`config.mk`:
```
export PLATFORM = sky130hd
export DESIGN_NAME = mem_port_arbiter_flat
export DESIGN_NICKNAME = d
export VERILOG_FILES = /design/src/rtl/mem_port_arbiter_if.sv /design/src/rtl/mem_port_arbiter.sv /design/src/flat_wrapper.sv
export SDC_FILE = /design/constraint.sdc
export NUM_CORES = 1
export LEC_CHECK = 0
export ABC_AREA = 1
export BUFFER_PORTS_ARGS = -buffer_cell sky130_fd_sc_hd__buf_4
export CORE_MARGIN = 5
export CORE_UTILIZATION = 41
export DETAILED_ROUTE_END_ITERATION = 10
export GPL_TIMING_DRIVEN = 0
export PLACE_DENSITY = 0.8
export SETUP_SLACK_MARGIN = 0.4
export SLEW_MARGIN = 40
export SYNTH_ARGS = -nofsm -noshare
export SYNTH_HDL_FRONTEND = slang
export SYNTH_SLANG_ARGS = --single-unit
```
`constraint.sdc`:
```
create_clock -name clk -period 4.2 [get_ports clk]
set_input_delay 0.63 -clock clk [delete_from_list [all_inputs] [get_ports clk]]
set_output_delay 0.63 -clock clk [all_outputs]
set_load 0.1 [all_outputs]
```
`src/rtl/mem_port_arbiter_if.sv`:
```
// Request/response and RAM command bundle of the shared memory port.
// slave = arbiter side, master = requesters, RAM and hazard logic side.
interface mem_port_arbiter_if #(
   parameter int ADDR_W = 32
);
   logic              ifReq;
   logic [ADDR_W-1:0] ifAddr;
   logic [31:0]       ifRdata;
   logic              ifAck;
   logic              memRead;
   logic              memWrite;
   logic [ADDR_W-1:0] memAddr;
   logic [31:0]       memWdata;
   logic [31:0]       memRdata;
   logic              memAck;
   logic              ramEn;
   logic              ramWe;
   logic [ADDR_W-1:0] ramAddr;
   logic [31:0]       ramWdata;
   logic [31:0]       ramRdata;
   logic              pcHOLD;
   logic              IFIDRegHOLD;
   logic              IFflush;
   logic              pipeHOLD;

   modport slave (
      input  ifReq, ifAddr,
      input  memRead, memWrite,
      input  memAddr, memWdata,
      input  ramRdata,
      output ifRdata, ifAck,
      output memRdata, memAck,
      output ramEn, ramWe,
      output ramAddr, ramWdata,
      output pcHOLD, IFIDRegHOLD,
      output IFflush, pipeHOLD
   );

   modport master (
      output ifReq, ifAddr,
      output memRead, memWrite,
      output memAddr, memWdata,
      output ramRdata,
      input  ifRdata, ifAck,
      input  memRdata, memAck,
      input  ramEn, ramWe,
      input  ramAddr, ramWdata,
      input  pcHOLD, IFIDRegHOLD,
      input  IFflush, pipeHOLD
   );
endinterface

```
`src/rtl/mem_port_arbiter.sv`:
```
// IF/MEM arbiter for one single-ported RAM with pipeline stall controls.
// Define MEM_ARB_FAIR_EN to bound MEM grant streaks while IF waits.
module mem_port_arbiter #(
   parameter int LATENCY    = 2,
   parameter int LAT_W      = 3,
   parameter int ADDR_W     = 32,
   parameter int MAX_STREAK = 4
) (
   input logic clk,
   input logic rst,
   mem_port_arbiter_if.slave bus
);

   typedef enum logic [1:0] {
      IDLE,
      BUSY_MEM,
      BUSY_IF
   } state_t;

   state_t            state_q, state_d;
   logic [LAT_W-1:0]  cnt_q, cnt_d;
   logic [ADDR_W-1:0] addr_q, addr_d;
   logic [31:0]       wdata_q, wdata_d;
   logic              we_q, we_d;

   logic mem_req, fair_if;
   logic go_mem, go_if, done;
   logic live, busy_mem, busy_if;
   logic mem_ack, if_ack;
   logic pipe_hold, if_wait;

   if (LATENCY < 1 || (2 ** LAT_W) <= LATENCY ||
       MAX_STREAK < 1) begin : g_cfg_bad
      $error("mem_port_arbiter: bad parameters");
   end

   assign mem_req = bus.memRead | bus.memWrite;
   assign done    = (cnt_q == '0);
   assign go_mem  = (state_q == IDLE) & mem_req & ~fair_if;
   assign go_if   = (state_q == IDLE) & bus.ifReq & ~go_mem;

`ifdef MEM_ARB_FAIR_EN
   localparam int STK_W = $clog2(MAX_STREAK + 1);

   logic [STK_W-1:0] streak_q, streak_d;

   assign fair_if = bus.ifReq &
                    (streak_q == STK_W'(MAX_STREAK));

   always_comb begin
      streak_d = streak_q;
      if (!bus.ifReq || go_if)
         streak_d = '0;
      else if (go_mem)
         streak_d = streak_q + 1'b1;
   end

   always_ff @(posedge clk or posedge rst) begin
      if (rst) streak_q <= '0;
      else     streak_q <= streak_d;
   end
`else
   assign fair_if = 1'b0;
`endif

   always_comb begin
      state_d = state_q;
      cnt_d   = cnt_q;
      addr_d  = addr_q;
      wdata_d = wdata_q;
      we_d    = we_q;
      unique case (state_q)
         IDLE: begin
            unique case (1'b1)
               go_mem: begin
                  state_d = BUSY_MEM;
                  cnt_d   = LAT_W'(LATENCY - 1);
                  addr_d  = bus.memAddr;
                  wdata_d = bus.memWdata;
                  we_d    = bus.memWrite;
               end
               go_if: begin
                  state_d = BUSY_IF;
                  cnt_d   = LAT_W'(LATENCY - 1);
                  addr_d  = bus.ifAddr;
                  we_d    = 1'b0;
               end
               default: ;
            endcase
         end
         BUSY_MEM, BUSY_IF: begin
            if (done) state_d = IDLE;
            else      cnt_d   = cnt_q - 1'b1;
         end
         default: state_d = IDLE;
      endcase
   end

   always_ff @(posedge clk or posedge rst) begin
      if (rst) begin
         state_q <= IDLE;
         cnt_q   <= '0;
         addr_q  <= '0;
         wdata_q <= '0;
         we_q    <= 1'b0;
      end else begin
         state_q <= state_d;
         cnt_q   <= cnt_d;
         addr_q  <= addr_d;
         wdata_q <= wdata_d;
         we_q    <= we_d;
      end
   end

   // live masks the input-driven outputs while rst is high
   assign live     = ~rst;
   assign busy_mem = live & (state_q == BUSY_MEM);
   assign busy_if  = live & (state_q == BUSY_IF);
   assign mem_ack  = busy_mem & done;
   assign if_ack   = busy_if & done;

   assign bus.ramEn    = busy_mem | busy_if;
   assign bus.ramWe    = busy_mem & we_q;
   assign bus.ramAddr  = addr_q;
   assign bus.ramWdata = wdata_q;

   assign bus.memAck   = mem_ack;
   assign bus.ifAck    = if_ack;
   assign bus.memRdata = (mem_ack & ~we_q) ?
                         bus.ramRdata : '0;
   assign bus.ifRdata  = if_ack ? bus.ramRdata : '0;

   assign pipe_hold = live & mem_req & ~mem_ack;
   assign if_wait   = live & bus.ifReq & ~if_ack;

   assign bus.pipeHOLD    = pipe_hold;
   assign bus.pcHOLD      = pipe_hold | if_wait;
   assign bus.IFIDRegHOLD = pipe_hold | if_wait;
   assign bus.IFflush     = if_wait & ~pipe_hold;

endmodule

```
`src/flat_wrapper.sv`:
```
// flat-port wrapper written by rule: the top's interface ports become plain ports
module mem_port_arbiter_flat 
#(
   parameter int LATENCY    = 2,
   parameter int LAT_W      = 3,
   parameter int ADDR_W     = 32,
   parameter int MAX_STREAK = 4
)
  (clk, rst, bus_ifReq, bus_ifAddr, bus_memRead, bus_memWrite, bus_memAddr, bus_memWdata, bus_ramRdata, bus_ifRdata, bus_ifAck, bus_memRdata, bus_memAck, bus_ramEn, bus_ramWe, bus_ramAddr, bus_ramWdata, bus_pcHOLD, bus_IFIDRegHOLD, bus_IFflush, bus_pipeHOLD);
  mem_port_arbiter_if #(.ADDR_W(ADDR_W)) bus_i ();
  input logic clk;
  input logic rst;
  input wire logic [$bits(bus_i.ifReq)-1:0] bus_ifReq;
  input wire logic [$bits(bus_i.ifAddr)-1:0] bus_ifAddr;
  input wire logic [$bits(bus_i.memRead)-1:0] bus_memRead;
  input wire logic [$bits(bus_i.memWrite)-1:0] bus_memWrite;
  input wire logic [$bits(bus_i.memAddr)-1:0] bus_memAddr;
  input wire logic [$bits(bus_i.memWdata)-1:0] bus_memWdata;
  input wire logic [$bits(bus_i.ramRdata)-1:0] bus_ramRdata;
  output wire logic [$bits(bus_i.ifRdata)-1:0] bus_ifRdata;
  output wire logic [$bits(bus_i.ifAck)-1:0] bus_ifAck;
  output wire logic [$bits(bus_i.memRdata)-1:0] bus_memRdata;
  output wire logic [$bits(bus_i.memAck)-1:0] bus_memAck;
  output wire logic [$bits(bus_i.ramEn)-1:0] bus_ramEn;
  output wire logic [$bits(bus_i.ramWe)-1:0] bus_ramWe;
  output wire logic [$bits(bus_i.ramAddr)-1:0] bus_ramAddr;
  output wire logic [$bits(bus_i.ramWdata)-1:0] bus_ramWdata;
  output wire logic [$bits(bus_i.pcHOLD)-1:0] bus_pcHOLD;
  output wire logic [$bits(bus_i.IFIDRegHOLD)-1:0] bus_IFIDRegHOLD;
  output wire logic [$bits(bus_i.IFflush)-1:0] bus_IFflush;
  output wire logic [$bits(bus_i.pipeHOLD)-1:0] bus_pipeHOLD;
  assign bus_i.ifReq = bus_ifReq;
  assign bus_i.ifAddr = bus_ifAddr;
  assign bus_i.memRead = bus_memRead;
  assign bus_i.memWrite = bus_memWrite;
  assign bus_i.memAddr = bus_memAddr;
  assign bus_i.memWdata = bus_memWdata;
  assign bus_i.ramRdata = bus_ramRdata;
  assign bus_ifRdata = bus_i.ifRdata;
  assign bus_ifAck = bus_i.ifAck;
  assign bus_memRdata = bus_i.memRdata;
  assign bus_memAck = bus_i.memAck;
  assign bus_ramEn = bus_i.ramEn;
  assign bus_ramWe = bus_i.ramWe;
  assign bus_ramAddr = bus_i.ramAddr;
  assign bus_ramWdata = bus_i.ramWdata;
  assign bus_pcHOLD = bus_i.pcHOLD;
  assign bus_IFIDRegHOLD = bus_i.IFIDRegHOLD;
  assign bus_IFflush = bus_i.IFflush;
  assign bus_pipeHOLD = bus_i.pipeHOLD;
  mem_port_arbiter #(.LATENCY(LATENCY), .LAT_W(LAT_W), .ADDR_W(ADDR_W), .MAX_STREAK(MAX_STREAK)) u_core (.clk(clk), .rst(rst), .bus(bus_i));
endmodule
```
## After elaboration in Yosys (flattened, before gate mapping)

Cells that the tools add are included.

- Add/subtract/negate cells: 1
- Equal/unequal tests: 6
- Mux-type cells: 10
- Bitwise operators: 23
- Reduce and logical (&&, ||, !) cells: 10

Operators with widths:

| cell | number |
|---|---|
| 2-to-1 mux 32 bit | 2 |
| case mux 32 bit (2 select lines) | 1 |
| bitwise AND 1 bit | 14 |
| case mux 2 bit (2 select lines) | 2 |
| 2-to-1 mux 3 bit | 2 |
| inverter 1 bit | 6 |
| case mux 3 bit (2 select lines) | 1 |
| AND reduction 2 bit | 3 |
| != test 2 bit (second input constant) | 2 |
| nonzero test 2 bit | 2 |
| OR reduction 2 bit | 2 |
| zero test 3 bit | 1 |
| != test 3 x 1 -> 1 bit (second input constant) | 1 |
| OR 1 bit | 3 |
| AND reduction 3 bit | 1 |
| subtractor 3 x 1 -> 3 bit (second input constant) | 1 |
| == test 2 x 1 -> 1 bit (second input constant) | 1 |
| == test 2 bit (second input constant) | 1 |
| zero test 2 bit | 1 |
| 2-to-1 mux 2 bit | 1 |
| != test 2 x 1 -> 1 bit (second input constant) | 1 |
| case mux 1 bit (2 select lines) | 1 |

- Bits in registers: 70
- Bits of input ports: 133
- Output and inout port bits: 136
- Logic and storage cells: 55

## Logic depth before layout (Yosys ltp)

- Depth in word-level cells: 7
- Depth in mapped cells: 10
- Gate-level depth less buffers: 9

## Least setup slack after synthesis

Ideal clock, no wire load.

- Kind: in2out
- From: input rst
- To: output bus_IFflush
- Arrival: 4645 ps
- Required time: 3570 ps
- Slack: -1075 ps
- Stages on the path: 4
- Path buffers: 0
- Path through: clkinv_1 > nand3_1 > inv_1 > nor2_1

- Longest elaborated chain between the ends: 7
- Elaborated cells between the ends (all ways): 13
- Classes of those cells: bitwise: 13

Ends and longest elaborated chain:

| element | RTL line | RTL |
|---|---|---|
| start: declaration | flat_wrapper.sv:12 | `input logic rst;` |
| inverter 1 bit * | mem_port_arbiter.sv:116 | `assign live = ~rst;` |
| bitwise AND 1 bit | mem_port_arbiter.sv:117 | `assign busy_mem = live & (state_q == BUSY_MEM);` |
| bitwise AND 1 bit | mem_port_arbiter.sv:119 | `assign mem_ack = busy_mem & done;` |
| inverter 1 bit | mem_port_arbiter.sv:133 | `assign pipe_hold = live & mem_req & ~mem_ack;` |
| bitwise AND 1 bit * | mem_port_arbiter.sv:133 |  |
| net bus_pipeHOLD | flat_wrapper.sv:31 | `output wire logic [$bits(bus_i.pipeHOLD)-1:0] bus_pipeHOLD;` |
| inverter 1 bit * | mem_port_arbiter.sv:139 | `assign bus.IFflush = if_wait & ~pipe_hold;` |
| bitwise AND 1 bit * | mem_port_arbiter.sv:139 |  |
| end: declaration | flat_wrapper.sv:30 | `output wire logic [$bits(bus_i.IFflush)-1:0] bus_IFflush;` |

Mark *: on every way through the listed nets, which the timed path passes. The rest lies on a longest branch.

## Final worst setup path

- From: input rst
- To: output bus_pcHOLD

- Longest elaborated chain between the ends: 6
- Elaborated cells between the ends (all ways): 12
- Classes of those cells: bitwise: 12

Ends and longest elaborated chain:

| element | RTL line | RTL |
|---|---|---|
| inverter 1 bit * | mem_port_arbiter.sv:116 |  |
| bitwise AND 1 bit (on tied branches) | mem_port_arbiter.sv:117, mem_port_arbiter.sv:118 |  |
| bitwise AND 1 bit (on tied branches) | mem_port_arbiter.sv:119, mem_port_arbiter.sv:120 |  |
| inverter 1 bit (on tied branches) | mem_port_arbiter.sv:133, mem_port_arbiter.sv:134 |  |
| bitwise AND 1 bit (on tied branches) | mem_port_arbiter.sv:133, mem_port_arbiter.sv:134 |  |
| OR 1 bit * | mem_port_arbiter.sv:137 | `assign bus.pcHOLD = pipe_hold \| if_wait;` |
| end: declaration | flat_wrapper.sv:28 | `output wire logic [$bits(bus_i.pcHOLD)-1:0] bus_pcHOLD;` |

Every way passes the cells marked *; elsewhere a longest branch is shown, timed or not.

==> flow_metrics.env <==
export IMPL_dp_hpwl_um=11100
export IMPL_grt_pass1_wl_um=21300
export IMPL_yosys_warnings=0
export IMPL_grt_pass1_vias=4330
export IMPL_grtUsageTotal_pct=23.9
export IMPL_cts_tree="built"
export IMPL_place_congestion=0.896
export IMPL_cp_required_ns=3.57
export IMPL_synth_area_leader_cell="dfrtp_1"
export IMPL_hold_viol=0
export IMPL_setup_violations=0
export IMPL_synth_async_reset_ratio_pct=100
export IMPL_drive_above_1_share_pct=42.8
export IMPL_die_w_um=106
export IMPL_viasPerCell=4.68
export IMPL_worstPathArrival_ns=2.46
export IMPL_dieArea_mm2=0.0112
export IMPL_stdcell_area_mm2=0.00627
export IMPL_worstPathMaxFanout=76
export IMPL_slew_viol_final=0
export IMPL_reg2reg_slack_ns=2.45
export IMPL_hold_buffers=0
export IMPL_synth_avg_cell_area_um2=6.92
export IMPL_fp_dieH_um=106
export IMPL_slowest_stage="nand3_1"
export IMPL_area_growth_pct=66.7
export IMPL_ys_ff_latch=70
export IMPL_antenna_found_initial=0
export IMPL_syn_nets=682
export IMPL_worstSetupPathType="primary input to output pin"
export IMPL_ctsResizeCount=0
export IMPL_ioPinCount=269
export IMPL_netlist_cell_type_count=20
export IMPL_path_common_cell="buf_4"
export IMPL_overflow=0
export IMPL_postSynthCellCount=543
export IMPL_start_util_pct=41.3
export IMPL_root_buffer="clkbuf_8"
export IMPL_cts_buffers=9
export IMPL_cts_setup_buffers=0
export IMPL_synth_top_area_share_pct=46.6
export IMPL_cp_start_kind="primary input"
export IMPL_drtPass1Iterations=4
export IMPL_ant_nets=0
export IMPL_timing_setup_tns_ns=0
export IMPL_vias=4389
export IMPL_status="complete, no violations"
export IMPL_avgRoutedWirePerCell_um=14.7
export IMPL_routed_wl_um=13800
export IMPL_slowest_delay_ns=0.49
export IMPL_hold_slack_ns=0.380
export IMPL_maxCapViolations=0
export IMPL_skew_ns=0.00662
export IMPL_coreArea_mm2=0.00911
export IMPL_rsz0062_at_grt="no"
export IMPL_synth_edf_count=0
export IMPL_worst_skew_pair_late_latency_ns=0.34
export IMPL_drt_iter0_drc=143
export IMPL_tightest_slew_ns=0.653
export IMPL_ff2ff_path_depth=7
export IMPL_finalCritPeriodShare_pct=73.5
export IMPL_grt_max_degree=77
export IMPL_hold_class="primary input to async pin"
export IMPL_netlist_area_mm2=0.00376
export IMPL_synth_ff_type="dfrtp_1"
export IMPL_port_buffer_count=268
export IMPL_htreeDepth=3
export IMPL_ys_seq_area_share_pct=46.6
export IMPL_drc=0
export IMPL_synth_area_top_cells="dfrtp_1 (47%), nand2_1 (27%), nor2_1 (7.1%)"
export IMPL_dpl_cell_area_mm2=0.00600
export IMPL_path_cells="buf_4 -> clkinv_4 -> nand3_1 -> nand3_1 -> nand2_1 -> buf_4 -> buf_4"
export IMPL_period_needed_ns=3.09
export IMPL_path_clk_slew_ns=0.07
export IMPL_cts_buffer_depth=2
export IMPL_end_kind="output pin"
export IMPL_clock_sinks=70
export IMPL_synthMostInstantiatedCell="nand2_1"
export IMPL_relSlewSlack_pct=56.4
export IMPL_fin_nets=961
export IMPL_diodes=0
export IMPL_core_rowCount=35
export IMPL_clock_fmax_mhz=324
export IMPL_synth_top_cells_by_count="nand2_1 (269), nor2_1 (71), dfrtp_1 (70)"
-- worst max-delay path, delay by kind of cell --
family	cells	cell delay (ns)
buffers and inverters	4	0.95
and+or+nand+nor	3	0.82
-- flip-flops by register name, indices dropped and copies added (netlist names) --
name / count
u_core.cnt_q: 3
u_core.state_q: 2
u_core.we_q: 1
u_core.bus.ramWdata: 32
u_core.bus.ramAddr: 32
-- final cells by class --
type,count,area (um2)
clock buffer,11,141
tap,111,139
fill,807,2840
clock inverter,5,129
timing repair buffer,268,2010
multi-input combinational,397,1720
inverter,47,181
buffer,29,194
sequential,70,1750
-- placed cells by master (no fill, tap or decap) --
master     Yosys  routed
nand2_1      269     269
inv_2          1       1
o21ai_4        1       1
buf_4          2     270
inv_1         45      45
buf_6          7       7
inv_6          0       1
nand2_2        2       2
o21ai_1        1       1
dfrtp_1       70      70
nand3_1       38      38
a21boi_2       1       1
clkinv_4       0       1
nor2_1        71      38
o21ai_2        1       1
ha_1           6       6
nor2_2         1      34
a21oi_1        3       3
clkbuf_8       0      10
bufinv_16      0       4
o21ai_0        2       2
nor2_4         1       1
clkbuf_1       0       1
buf_2         20      20
-- cell families after synthesis --
group	synth area share [%]
DFF	46.6
and+or+nand+nor	39.8
AOI/OAI and AO/OA	1.76
adders and majority gates	2.00
buffers and inverters	9.85
-- layer usage --
metal / global-route usage [%] / vias to the layer above / share of wire, %
met5: 0 / - / 0
met1: 25.0 / 2006 / 35
met2: 43.4 / 184 / 53
li1: - / 2168 / -
met3: 7.90 / 31 / 9.1
met4: 10.2 / 0 / 3.3
-- worst paths after layout --
check | from | to
setup / recovery | rst | bus_pcHOLD
hold / removal | rst | u_core.bus.ramWdata[14]
setup reg to reg | u_core.state_q[0] | u_core.bus.ramAddr[7]
hold reg to reg | u_core.bus.ramAddr[15] | u_core.bus.ramAddr[15]
max in group asynchronous | rst | u_core.cnt_q[2]
min in group clk | u_core.bus.ramAddr[15] | u_core.bus.ramAddr[15]
-- per-stage QoR --
| step | setup WS (ns) | std cells | util (%) |
|---|---|---|---|
| 3_5_place_dp | 1.05 | 922 | 65.9 |
| 5_1_grt | 0.855 | 938 | 68.8 |
| 3_3_place_gp | 0.336 | 922 | 65.8 |
| 2_1_floorplan | 0.0925 | 543 | - |
| 4_1_cts | 1.04 | 938 | 68.8 |
| 6_report | 1.11 | 938 | 68.8 |
Power is not shown: default switching activity piles up to over one toggle a cycle in this logic, so the estimate is an artifact.
